$ cat src/rtl/reciprocal_unit.sv
// reciprocal_unit: sequential signed QI.QF reciprocal by restoring division of 2^(2*QF) by |x|, with saturation.
// Define RECIP_ROUND_EN for a round-half-up quotient (one extra iteration, one extra cycle of latency).
module reciprocal_unit #(
  parameter int QI = 12,
  parameter int QF = 12
) (
  input  logic               clk,
  input  logic               reset,
  input  logic               i_start,
  input  logic [QI+QF-1:0]   i_data,
  input  logic               i_abs,
  output logic [QI+QF-1:0]   o_data,
  output logic               o_sat,
  output logic               o_valid,
  output logic               o_busy
);
  localparam int W = QI + QF;
`ifdef RECIP_ROUND_EN
  localparam int NQ = 2 * QF + 2;
`else
  localparam int NQ = 2 * QF + 1;
`endif
  localparam int CW = (NQ > W) ? NQ : W;
  localparam int CNTW = $clog2(NQ + 1);
  localparam logic [W-1:0] MAXP = {1'b0, {(W-1){1'b1}}};
  typedef enum logic [1:0] {IDLE, DIV, DONE} state_t;
  state_t            r_state, w_next;
  logic [W-1:0]      r_m, r_rem, w_mag;
  logic              r_s, r_abs, w_ge, w_sat;
  logic [NQ-1:0]     r_q, w_q;
  logic [CNTW-1:0]   r_cnt;
  logic [W:0]        w_sh;
  always_comb begin
    w_next = (r_state == IDLE) ? (i_start ? DIV : IDLE) :
             (r_state == DIV)  ? ((r_cnt == CNTW'(NQ)) ? DONE : DIV) : IDLE;
  end
  always_ff @(posedge clk or posedge reset) begin
    if (reset) r_state <= IDLE;
    else       r_state <= w_next;
  end
  assign o_busy = r_state != IDLE;
  // The dividend is a single 1 followed by zeros, so only the first iteration shifts in a 1.
  assign w_sh = {r_rem, r_cnt == CNTW'(1)};
  assign w_ge = (r_m != '0) && (w_sh >= {1'b0, r_m});
`ifdef RECIP_ROUND_EN
  assign w_q = {1'b0, r_q[NQ-1:1]} + NQ'(r_q[0]);
`else
  assign w_q = r_q;
`endif
  assign w_sat = (r_m == '0) || (CW'(w_q) > CW'(MAXP));
  assign w_mag = w_sat ? MAXP : W'(w_q);
  // DIV cycle with r_cnt==0 only loads; quotient bits are produced while r_cnt runs 1..NQ.
  always_ff @(posedge clk or posedge reset) begin
    if (reset) begin
      r_m     <= '0;
      r_rem   <= '0;
      r_q     <= '0;
      r_cnt   <= '0;
      r_s     <= 1'b0;
      r_abs   <= 1'b0;
      o_data  <= '0;
      o_sat   <= 1'b0;
      o_valid <= 1'b0;
    end else begin
      o_valid <= 1'b0;
      if (r_state == IDLE && i_start) begin
        r_m   <= i_data[W-1] ? -i_data : i_data;
        r_s   <= i_data[W-1];
        r_abs <= i_abs;
        r_cnt <= '0;
        r_rem <= '0;
        r_q   <= '0;
      end
      if (r_state == DIV) begin
        r_cnt <= r_cnt + CNTW'(1);
        if (r_cnt != '0) begin
          r_rem <= w_ge ? W'(w_sh - {1'b0, r_m}) : W'(w_sh);
          r_q   <= {r_q[NQ-2:0], w_ge || (r_m == '0)};
        end
      end
      if (r_state == DONE) begin
        o_data  <= (r_abs || !r_s) ? w_mag : -w_mag;
        o_sat   <= w_sat;
        o_valid <= 1'b1;
      end
    end
  end
endmodule

$ cat config.mk
export PLATFORM = sky130hd
export DESIGN_NAME = reciprocal_unit
export DESIGN_NICKNAME = d
export VERILOG_FILES = /design/src/rtl/reciprocal_unit.sv
export SDC_FILE = /design/constraint.sdc
export NUM_CORES = 1
export LEC_CHECK = 0
export ABC_AREA = 1
export BUFFER_PORTS_ARGS = -buffer_cell sky130_fd_sc_hd__buf_2
export CAP_MARGIN = 20
export CORE_ASPECT_RATIO = 2
export CORE_MARGIN = 2
export CORE_UTILIZATION = 32
export DETAILED_ROUTE_END_ITERATION = 6
export PLACE_DENSITY = 0.6
export SYNTH_ARGS = -nofsm -noshare
export SYNTH_HDL_FRONTEND = slang
export SYNTH_SLANG_ARGS = --single-unit
$ cat constraint.sdc
create_clock -name clk -period 7.98 [get_ports clk]
set_input_delay 0 -clock clk [delete_from_list [all_inputs] [get_ports clk]]
set_output_delay 0 -clock clk [all_outputs]
set_load 0.05 [all_outputs]
==> impl_metrics.yaml, run 1 <==
finish:
  fin_area_um2: 8340
  layout.nets: 1161
  drive_above_1_share_pct: 11.4
  instances_no_fill: 1391
  fin_util_pct: 35.9
  n_fill_cell: 2495
  syn_to_final_growth_pct: 10.8
  num_antenna_cells: 0
synthesis:
  syn_area_um2: 7530
  synth_edf_count: 0
  synthMuxAreaShare_pct: 0
  yosysSeqAreaShare_pct: 35.9
  synth_warnings: 0
  synthAdderAreaFrac_pct: 5.09
  synth_fp_nets: 1122
  synth_xor_area_share_pct: 4.77
  synth_top_family_by_area: "simple AND/OR/NAND/NOR gates"
  synth_ff_type: "dfrtp_1"
  synth_most_common_cell: "nand2_1"
  yosysUniqueCellTypes: 46
  synthTopCellsByArea: "dfrtp_1, nand2_1, nand3_1, inv_1, o21ai_0"
  syn_inst: 1064
  ys_ff_latch: 108
  synthSimpleGateAreaFrac_pct: 34.4
  syn_area_per_cell_um2: 7.08
  synth.top_cell.area_share_pct: 35.9
  synth_commonest_cells: "nand2_1, inv_1, nand3_1"
  synthArstFlopShare_pct: 100
  synth_area_leader_cell: "dfrtp_1"
  synth_compound_area_share_pct: 10.3
timing:
  slew_viol_final: 0
  rsz0062_at_grt: "false"
  fin_crit_ns: 3.10
  setup_violations: 0
  fin_skew_ns: 0.0128
  finalHoldViolCount: 2
  post-route-period-util_pct: 38.9
  fin_tns_setup_ns: 0
  worst_pin_slew_ns: 0.896
  timing.fmax_mhz: 322
  holdWs_ns: -0.00853
  relSlewSlack_pct: 40.2
die:
  die_area_um2: 24800
  die_w_um: 112
  pin_count: 55
  initial_core_util_pct: 32.4
  row_count: 79
  die_y_um: 221
  coreArea_um2: 23200
clock_tree:
  clk_pin_slew_worst_paths_ns: 0.07
  clk_latency_ns: 0.36
  cts.sink_count: 108
  cts_made_buffers: 9
  cts_resized: 0
  cts_root_buf: "clkbuf_16"
  cts_buffer_depth: 2
  cts_tree: "done"
  htree_num_levels: 3
critical_path:
  cp_max_fo: 21
  crit_required_ns: 8.23
  worstSetupStartpointType: "flop"
  critPathMostFrequentCell: "nand2_1"
  worstSetupStartpoint: "r_m[3]$_DFFE_PP0P_"
  r2r_start: "r_m[3]$_DFFE_PP0P_"
  cpPeakStageDelay_ns: 0.62
  worstPathArrival_ns: 3.35
  cp_slowest_cell: "nand2_1"
  end_kind: "flop"
  reg2regPathDepth: 14
  timing.rr.end: "o_data[16]$_DFFE_PP0P_"
  worstPathCellList: "nor2_1 > nand2_1 > nor2_1 > nand3_2 > nand2_1 > inv_1 > nand3_1 > nor2_4 > nand3_1 > nand2_2 > nand2_1 > nand2_1 > nand3_1 > nand2_1"
  critical_path.endpoint: "o_data[16]$_DFFE_PP0P_"
  path_class: "flop to flop"
  reg2reg_slack_ns: 4.88
place:
  dp.cells: 1370
  gp_congestion: 0.951
  dp_hpwl_um: 16600
  placed_area_um2: 8020
  io_buffers: 54
global_route:
  grt_util_all_layers_pct: 17.9
  grt_pass1_wl_um: 35200
  antenna_found_initial: 0
  grt_pass1_vias: 7029
  grt_max_degree: 87
  grt_overflow: 0
drt:
  wl_per_cell_um: 15.5
  drt_pass1_iterations: 6
  drc: 0
  num_vias: 6903
  ant_nets: 0
  wirelength_um: 21600
  routed_via_density: 4.96
  drtIter0Drc: 405
worst_hold_path:
  hold_class: "input port to flop"
run_status:
  outcome: "complete, but fails checks"
  violations: "negative hold slack"
flow_run:
  max_cap_violations: 0
[cells in the final DEF (no fill, tap or decap), types with 3 or more instances in the layout]
cell           synthesis  layout
nand3_2               10      10
inv_2                  3       3
nor2_2                 7       7
nand2_2               16      18
a21oi_1               26      26
nor2_1               103     103
nand4_1               28      28
nand2_1              261     259
clkbuf_16              0       9
nand3_1              116     116
xnor2_1               18      18
o21ai_1                3       3
inv_1                135     134
buf_2                  2      54
buf_4                  4       6
dlygate4sd3_1          0       5
o21ai_0               86      86
xor2_1                23      23
nor3_1                10      10
nand3b_1              10      10
a21oi_2                3       3
a31oi_1                3       3
o31ai_1                5       5
o211ai_1               3       3
ha_1                  29      29
dfrtp_1              108     108
[registers in the layout (all words and copies together) (netlist names)]
register and flops:
r_q 25, o_data 24, r_m 24, r_rem 24, r_cnt 5, r_state 2, o_sat 1, o_valid 1
r_abs 1, r_s 1
[cell families (layout without fill, tap and decap cells)]
kind of cell,after synthesis,in the layout
and+or+nand+nor,569,569
buffers and inverters,177,221
AOI/OAI and AO/OA,139,139
DFF,108,108
xor gates and xnor gates,41,41
adders and majority gates,30,30
[metal layers]
layer,global-route usage [%],share of wire (%),vias to the layer above
li1,-,-,3532
met1,16.2,34,3213
met2,36.1,58,113
met3,1.64,1.4,45
met4,11.4,6.3,0
met5,0,0,-
[final cells by class]
| class | count | area [µm²] | area share, % |
|---|---|---|---|
| Clock inverter | 4 | 32.5 | 0.390 |
| Sequential cell | 108 | 2700 | 32.4 |
| Inverter | 140 | 531 | 6.36 |
| Timing Repair Buffer | 65 | 365 | 4.38 |
| Multi-Input combinational cell | 779 | 4110 | 49.3 |
| Clock buffer | 12 | 246 | 2.95 |
| Tap cell | 283 | 354 | 4.24 |
[metrics by stage]
step	setup slack, ns	hold slack [ns]
after global placement	4.90	0.150
after floorplan	5.13	0.110
after global routing	4.54	0.00753
final	4.88	-0.00853
after detailed placement	4.87	0.155
after CTS	4.87	0.000547
[worst min path at each step]
stage,start,to,cells past startpoint
5_1_grt,i_data[8],r_m[8]$_DFFE_PP0P_,3
3_5_place_dp,reset,r_rem[13]$_DFF_PP0_,2
3_3_place_gp,reset,r_rem[13]$_DFF_PP0_,2
4_1_cts,i_data[2],r_m[2]$_DFFE_PP0P_,3
2_1_floorplan,i_abs,r_abs$_DFFE_PP0P_,2
6_report,i_data[2],r_m[2]$_DFFE_PP0P_,3
[what timing repair did]
item | 4_1_cts | 5_1_grt
hold buffers | 5 | 0
hold endpoints to repair | 51 | 0
buffers inserted | 0 | 0
endpoints found under the setup margin | 0 | 0
[worst max-delay path, delay by kind of cell (launching register included)]
kind                   cells  cell delay [ns]
buffers and inverters      1             0.39
flip-flops                 1             0.40
AND/OR/NAND/NOR           13             2.19
Power of run 1 is left out: the tool's default activity adds up to more than one toggle a clock period on the data nets, which glitch-free logic cannot reach.
==> inputs of run 2 (changes only) <==
--- a/config.mk
+++ b/config.mk
@@ -5,14 +5,14 @@
 export SDC_FILE = /design/constraint.sdc
 export NUM_CORES = 1
 export LEC_CHECK = 0
-export ABC_AREA = 1
+export ABC_AREA = 0
 export BUFFER_PORTS_ARGS = -buffer_cell sky130_fd_sc_hd__buf_2
 export CAP_MARGIN = 20
 export CORE_ASPECT_RATIO = 2
 export CORE_MARGIN = 2
 export CORE_UTILIZATION = 32
 export DETAILED_ROUTE_END_ITERATION = 6
-export PLACE_DENSITY = 0.6
+export PLACE_DENSITY = 0.62
 export SYNTH_ARGS = -nofsm -noshare
 export SYNTH_HDL_FRONTEND = slang
 export SYNTH_SLANG_ARGS = --single-unit
==> constraint.sdc (replaced) <==
create_clock -name clk -period 2.8 [get_ports clk]
set_input_delay 0 -clock clk [delete_from_list [all_inputs] [get_ports clk]]
set_output_delay 0 -clock clk [all_outputs]
set_load 0.05 [all_outputs]
==> run 2 against run 1 <==
Compared with the run above: the flow finishes with violations (negative hold slack, negative setup slack); cell count decreased by 11%; critical path depth fell by 1; worst hold slack improved by 0.0065 ns; register-to-register slack got worse by 5.7 ns; via count shrank 8.5%; non-clock buffer count grew 114; die area is 11% lower; fmax down 15%; sequential cell count unchanged.
==> impl_metrics.yaml, run 2 <==
run_status:
  outcome: "complete, but fails checks"
  violations: "negative hold slack, negative setup slack"
synthesis:
  synth_area_leader_cell: "dfrtp_1"
  synth_most_common_cell: "nand2_1"
  synth.top_cell.area_share_pct: 40.3
  syn_inst: 818
  synth_warnings: 0
  synth_edf_count: 0
  synthArstFlopShare_pct: 100
  synth_fp_nets: 876
  synth_ff_type: "dfrtp_1"
  yosysSeqAreaShare_pct: 40.3
  yosysUniqueCellTypes: 51
  synth_commonest_cells: "nand2_1, dfrtp_1, o21ai_0"
  syn_area_per_cell_um2: 8.20
  ys_ff_latch: 108
  synthTopCellsByArea: "dfrtp_1, nand2_1, o21ai_0, ha_1, a21oi_1"
  syn_area_um2: 6710
place:
  post-place-ws_ns: -0.940
  io_buffers: 54
  gp_congestion: 0.862
  dp_hpwl_um: 13900
  placed_area_um2: 7930
global_route:
  grt_pass1_wl_um: 31200
  grt_pass1_vias: 6557
  grt_max_degree: 105
  grt_util_all_layers_pct: 17.5
  grt_overflow: 0
  antenna_found_initial: 0
finish:
  fin_area_um2: 8860
  regMostFlops: "r_q"
  final_common_cell: "nand2_1"
  largest_register_ffs: 25
  syn_to_final_growth_pct: 32.1
  n_fill_cell: 2075
  fin_util_pct: 43.3
  layout.nets: 1027
  final_cell_mix: "nand2_1, dfrtp_1, buf_4"
  num_antenna_cells: 0
  drive_above_1_share_pct: 26.0
timing:
  post-route-period-util_pct: 130
  setup_ws_ns: -0.836
  fin_crit_ns: 3.64
  fin_tns_setup_ns: -4.31
  worst_pin_slew_ns: 1.00
  setup_violations: 21
  timing.fmax_mhz: 275
  finalHoldViolCount: 2
  slew_viol_final: 0
  fin_skew_ns: 0.0101
  rsz0062_at_grt: "true"
  relSlewSlack_pct: 33.1
  holdWs_ns: -0.00208
power:
  p_per_area_nw_per_um2: 1370
  p_leak_nw: 4.07
  peakVddDrop_mv: 0.536
  finalPower_w: 0.0122
critical_path:
  cp_max_fo: 4
  cpLargestDelayFamily: "simple AND/OR/NAND/NOR gates"
  critPathMostFrequentCell: "or4_4"
  cp_slowest_cell: "or4b_4"
  worstSetupStartpointType: "flop"
  crit_required_ns: 3.04
  worstPathArrival_ns: 3.88
  end_kind: "flop"
  worstPathCellList: "nor4_2 > nand4_1 > o21ai_4 > nor2_2 > ha_2 > or3b_4 > or4b_4 > or4_4 > or3_4 > nand2b_4 > or4_4 > a211oi_2 > o31ai_1"
  path_class: "flop to flop"
  path_buf_inv: 0
  cpPeakStageDelay_ns: 0.49
clock_tree:
  cts_root_buf: "clkbuf_16"
  htree_num_levels: 3
  cts_buffer_depth: 2
  cts.sink_count: 108
  cts_made_buffers: 9
  clk_latency_ns: 0.36
  cts_tree: "done"
  clk_pin_slew_worst_paths_ns: 0.07
die:
  die_w_um: 106
  coreArea_um2: 20500
  row_count: 74
  die_y_um: 209
  initial_core_util_pct: 32.8
  die_area_um2: 22200
  pin_count: 55
drt:
  drtIter0Drc: 228
  wirelength_um: 18800
  routed_via_density: 5.09
  drt_pass1_iterations: 6
  num_vias: 6314
  ant_nets: 0
  wl_per_cell_um: 15.2
  drc: 0
worst_hold_path:
  hold_class: "input port to flop"
flow_run:
  max_cap_violations: 0
## run 2: cell types whose count changed after synthesis, sizes merged, moves of 8 or more
cell	delta
nand4	-21
nand3	-70
buf	-12
or3	+11
a21o	+8
inv	-104
clkbuf	+14
nand2	-134
mux2i	+10
a21oi	+40
nor2	-69
## run 2: path summary, 6_finish.rpt
| kind | startpoint | endpoint | slack [ns] | cells past startpoint |
|---|---|---|---|---|
| min in group asynchronous | reset | r_cnt[3]$_DFFE_PP0P_ | 0.31 | 3 |
| worst min register to register | o_data[13]$_DFFE_PP0P_ | o_data[13]$_DFFE_PP0P_ | 0.47 | 2 |
| worst max register to register | r_m[18]$_DFFE_PP0P_ | o_data[22]$_DFFE_PP0P_ | -0.84 | 13 |
| worst min-delay path | i_data[6] | r_m[6]$_DFFE_PP0P_ | -0.002 | 3 |
| worst max-delay path | r_m[18]$_DFFE_PP0P_ | o_data[22]$_DFFE_PP0P_ | -0.84 | 13 |
| max in group asynchronous | reset | r_rem[10]$_DFF_PP0_ | 1.64 | 4 |
## run 2: tightest hold or removal path: stages
cell,delay [ns]
buf_2,0.11
xor2_1,0.06
o21ai_0,0.15
## run 2: routing by layer
metal / track usage [%] / wire (µm) / part of all wire [%] / vias to the layer above
li1: - / - / - / 3192
met5: 0 / 0 / 0 / -
met1: 17.8 / 6960 / 37 / 2957
met3: 1.68 / 453 / 2.4 / 52
met4: 10.7 / 996 / 5.3 / 0
met2: 33.3 / 10400 / 55 / 113
## run 2: layout make-up
| cell class | count | area [µm²] | area share (%) |
|---|---|---|---|
| inverter | 35 | 138 | 1.55 |
| multi-input combinational | 636 | 4100 | 46.3 |
| timing repair buffer | 179 | 1300 | 14.7 |
| clock inverter | 7 | 58.8 | 0.664 |
| tap | 266 | 333 | 3.76 |
| clock buffer | 9 | 225 | 2.54 |
| sequential | 108 | 2700 | 30.5 |
## run 2: cells by family after synthesis
family,count (synthesis),synth area share (%)
fa+ha+maj,30,5.71
simple gates,321,22.2
mux,14,2.16
xor+xnor,46,6.01
flops,108,40.3
buf+inv,74,4.16
compound gates,225,19.4
## run 2: where the power goes
part           internal (W)  switching (W)  leakage, nW
Clock              0.000619       0.000630        0.138
Sequential          0.00218       0.000511         1.26
Combinational       0.00369        0.00454         2.67
## run 2: timing repair
| action | in CTS | in global routing |
|---|---|---|
| hold endpoints to repair | 51 | 0 |
| setup endpoints to repair | 28 | 30 |
| hold buffers | 19 | 0 |
| pin swaps | 6 | 27 |
| gates cloned | 0 | 0 |
| gates resized for setup | 16 | 63 |
| buffers inserted | 3 | 11 |
## run 2: metrics by stage
step                      instances  hold slack [ns]
after CTS                      1229        0.0000166
after floorplan                 818            0.149
after global placement         1191            0.179
after detailed placement       1191            0.185
final                          1240         -0.00208
after global routing           1240           0.0209
Power figures use the tool's default switching activity.
==> inputs of run 3 (changes only) <==
--- a/config.mk
+++ b/config.mk
@@ -8,11 +8,13 @@
 export ABC_AREA = 0
 export BUFFER_PORTS_ARGS = -buffer_cell sky130_fd_sc_hd__buf_2
 export CAP_MARGIN = 20
+export CELL_PAD_IN_SITES_DETAIL_PLACEMENT = 0
+export CELL_PAD_IN_SITES_GLOBAL_PLACEMENT = 1
 export CORE_ASPECT_RATIO = 2
 export CORE_MARGIN = 2
 export CORE_UTILIZATION = 32
 export DETAILED_ROUTE_END_ITERATION = 6
-export PLACE_DENSITY = 0.62
+export PLACE_DENSITY = 0.74
 export SYNTH_ARGS = -nofsm -noshare
 export SYNTH_HDL_FRONTEND = slang
 export SYNTH_SLANG_ARGS = --single-unit
==> run 3 against run 2 <==
Compared with the run above: the flow still finishes with violations (negative hold slack, negative setup slack); die area stayed put; highest routed layer unchanged; routed wire length grew 3.8%; sequential share of layout area is 0.61 points lower; fmax is 1.3% lower; core utilization up 0.88 points; cell count rose by 0.89%; design area grew 2.0%; global-route usage is essentially flat; sequential power hardly changed; clock skew grew 0.0028 ns; critical path type unchanged.
==> impl_metrics.yaml, run 3 (synthesized netlist as in run 2, its figures left out) <==
finish:
  largest_register_ffs: 25
  fin_area_um2: 9040
  syn_to_final_growth_pct: 34.8
  layout.nets: 1039
  final_cell_mix: "nand2_1, buf_4, dfrtp_1"
  regMostFlops: "r_q"
  final_common_cell: "nand2_1"
  drive_above_1_share_pct: 26.5
  num_antenna_cells: 0
worst_hold_path:
  hp-start: "i_data[15]"
  hold_class: "input port to flop"
drt:
  drt_pass1_iterations: 4
  drtIter0Drc: 282
  wirelength_um: 19600
  ant_nets: 0
  routed_via_density: 5.13
  wl_per_cell_um: 15.6
  num_vias: 6422
  drc: 0
global_route:
  grt_pass1_vias: 6459
  met3_usage_pct: 1.62
  grt-busiest-layer: "met2"
  antenna_found_initial: 0
  grt_pass1_wl_um: 30900
  grt.met1_usage_pct: 16.8
  grt_util_all_layers_pct: 17.5
  grt_overflow: 0
  grt_use_met2_pct: 35.3
  grt_max_degree: 105
flow_run:
  max_cap_violations: 0
critical_path:
  cp_slowest_cell: "or4b_4"
  critPathMostFrequentCell: "or4_4"
  path_buf_inv: 0
  worstPathArrival_ns: 3.91
  end_kind: "flop"
  path_class: "flop to flop"
  r2r_start: "r_m[10]$_DFFE_PP0P_"
  worstSetupStartpointType: "flop"
  cp_max_fo: 4
  crit_required_ns: 3.03
  cpPeakStageDelay_ns: 0.49
  cpLargestDelayFamily: "simple AND/OR/NAND/NOR gates"
  worstSetupStartpoint: "r_m[10]$_DFFE_PP0P_"
  worstPathCellList: "nor4_2 > nand4_1 > o21ai_4 > nor2_2 > ha_2 > or3b_4 > or4b_4 > or4_4 > or3_4 > nand2b_4 > or4_4 > a211oi_2 > o31ai_1"
clock_tree:
  clk_latency_ns: 0.36
  clk_pin_slew_worst_paths_ns: 0.08
  cts_made_buffers: 9
  cts_tree: "done"
  cts_buffer_depth: 2
  htree_num_levels: 3
  cts_root_buf: "clkbuf_16"
  cts.sink_count: 108
die:
  initial_core_util_pct: 32.8
  row_count: 74
  coreArea_um2: 20500
  pin_count: 55
  die_y_um: 209
  die_w_um: 106
  die_area_um2: 22200
run_status:
  violations: "negative hold slack, negative setup slack"
  outcome: "complete, but fails checks"
place:
  dp_hpwl_um: 14400
  placed_area_um2: 8010
  io_buffers: 54
  gp_congestion: 0.873
  post-place-ws_ns: -0.945
timing:
  worst_pin_slew_ns: 1.01
  holdWs_ns: -0.000949
  rsz0062_at_grt: "true"
  setup_ws_ns: -0.884
  fin_crit_ns: 3.68
  post-route-period-util_pct: 132
  setup_violations: 10
  finalHoldViolCount: 1
  relSlewSlack_pct: 32.8
  timing.fmax_mhz: 271
  slew_viol_final: 0
  fin_skew_ns: 0.0128
power:
  seqPwrFrac_pct: 21.6
  p_comb_share_pct: 67.8
  clkPwrFrac_pct: 10.6
  p_per_area_nw_per_um2: 1380
  p_sw_w: 0.00576
  peakVddDrop_mv: 0.458
  power.internal_w: 0.00673
  p_sw_share_pct: 46.1
  p_leak_nw: 4.15
## run 3: routing by layer
metal | share of wire, % | vias up
met1 | 36 | 3066
met5 | 0 | -
met2 | 58 | 118
met3 | 2.5 | 39
li1 | - | 3199
met4 | 3.7 | 0
## run 3: per-stage QoR
step                      std cells  setup TNS [ns]  utilization [%]  power, W
after detailed placement       1202           -7.37             39.2    0.0102
after CTS                      1238           -4.06             42.0    0.0117
after global routing           1251           -5.83             44.2    0.0135
after floorplan                 818           -2.91                -   0.00750
after global placement         1202           -6.98             39.2    0.0101
final                          1251           -4.01             44.2    0.0125
## run 3: worst min-delay path, delay by kind of cell
kind / cells / cell delay, ns
buffers and inverters: 1 / 0.10
XOR/XNOR: 1 / 0.06
AO/OA/AOI/OAI: 1 / 0.16
## run 3: what timing repair did
action / 4_1_cts / 5_1_grt
cloned: 0 / 1
pin swaps: 8 / 38
gates resized for setup: 19 / 65
hold buffers: 21 / 0
setup endpoints to repair: 31 / 32
buffers inserted: 0 / 12
endpoints found under the hold margin: 51 / 0
## run 3: area by class of cell
class	count	area (µm²)
fillers	2075	11400
multi-input cells	636	4140
flip-flops and latches	108	2700
repair buffers	191	1430
well taps	266	333
clock buffers	9	225
inverters	35	135
clock inverters	6	71.3
## run 3: power by group through the flow
stage	combinational [W]	clock, W	sequential [W]
2_1_floorplan	0.00475	0	0.00275
3_3_place_gp	0.00746	0	0.00265
3_5_place_dp	0.00750	0	0.00267
4_1_cts	0.00767	0.00136	0.00266
5_1_grt	0.00936	0.00142	0.00277
6_report	0.00846	0.00133	0.00269
## run 3: worst paths after layout
kind                       slack, ns  cells after the start                endpoint
hold / removal               -0.0009                      3     r_m[15]$_DFFE_PP0P_
hold reg to reg                 0.46                      2  o_data[13]$_DFFE_PP0P_
min in group asynchronous       0.29                      3      r_rem[1]$_DFF_PP0_
max in group asynchronous       1.67                      4     r_rem[16]$_DFF_PP0_
setup reg to reg               -0.88                     13  o_data[22]$_DFFE_PP0P_
setup / recovery               -0.88                     13  o_data[22]$_DFFE_PP0P_
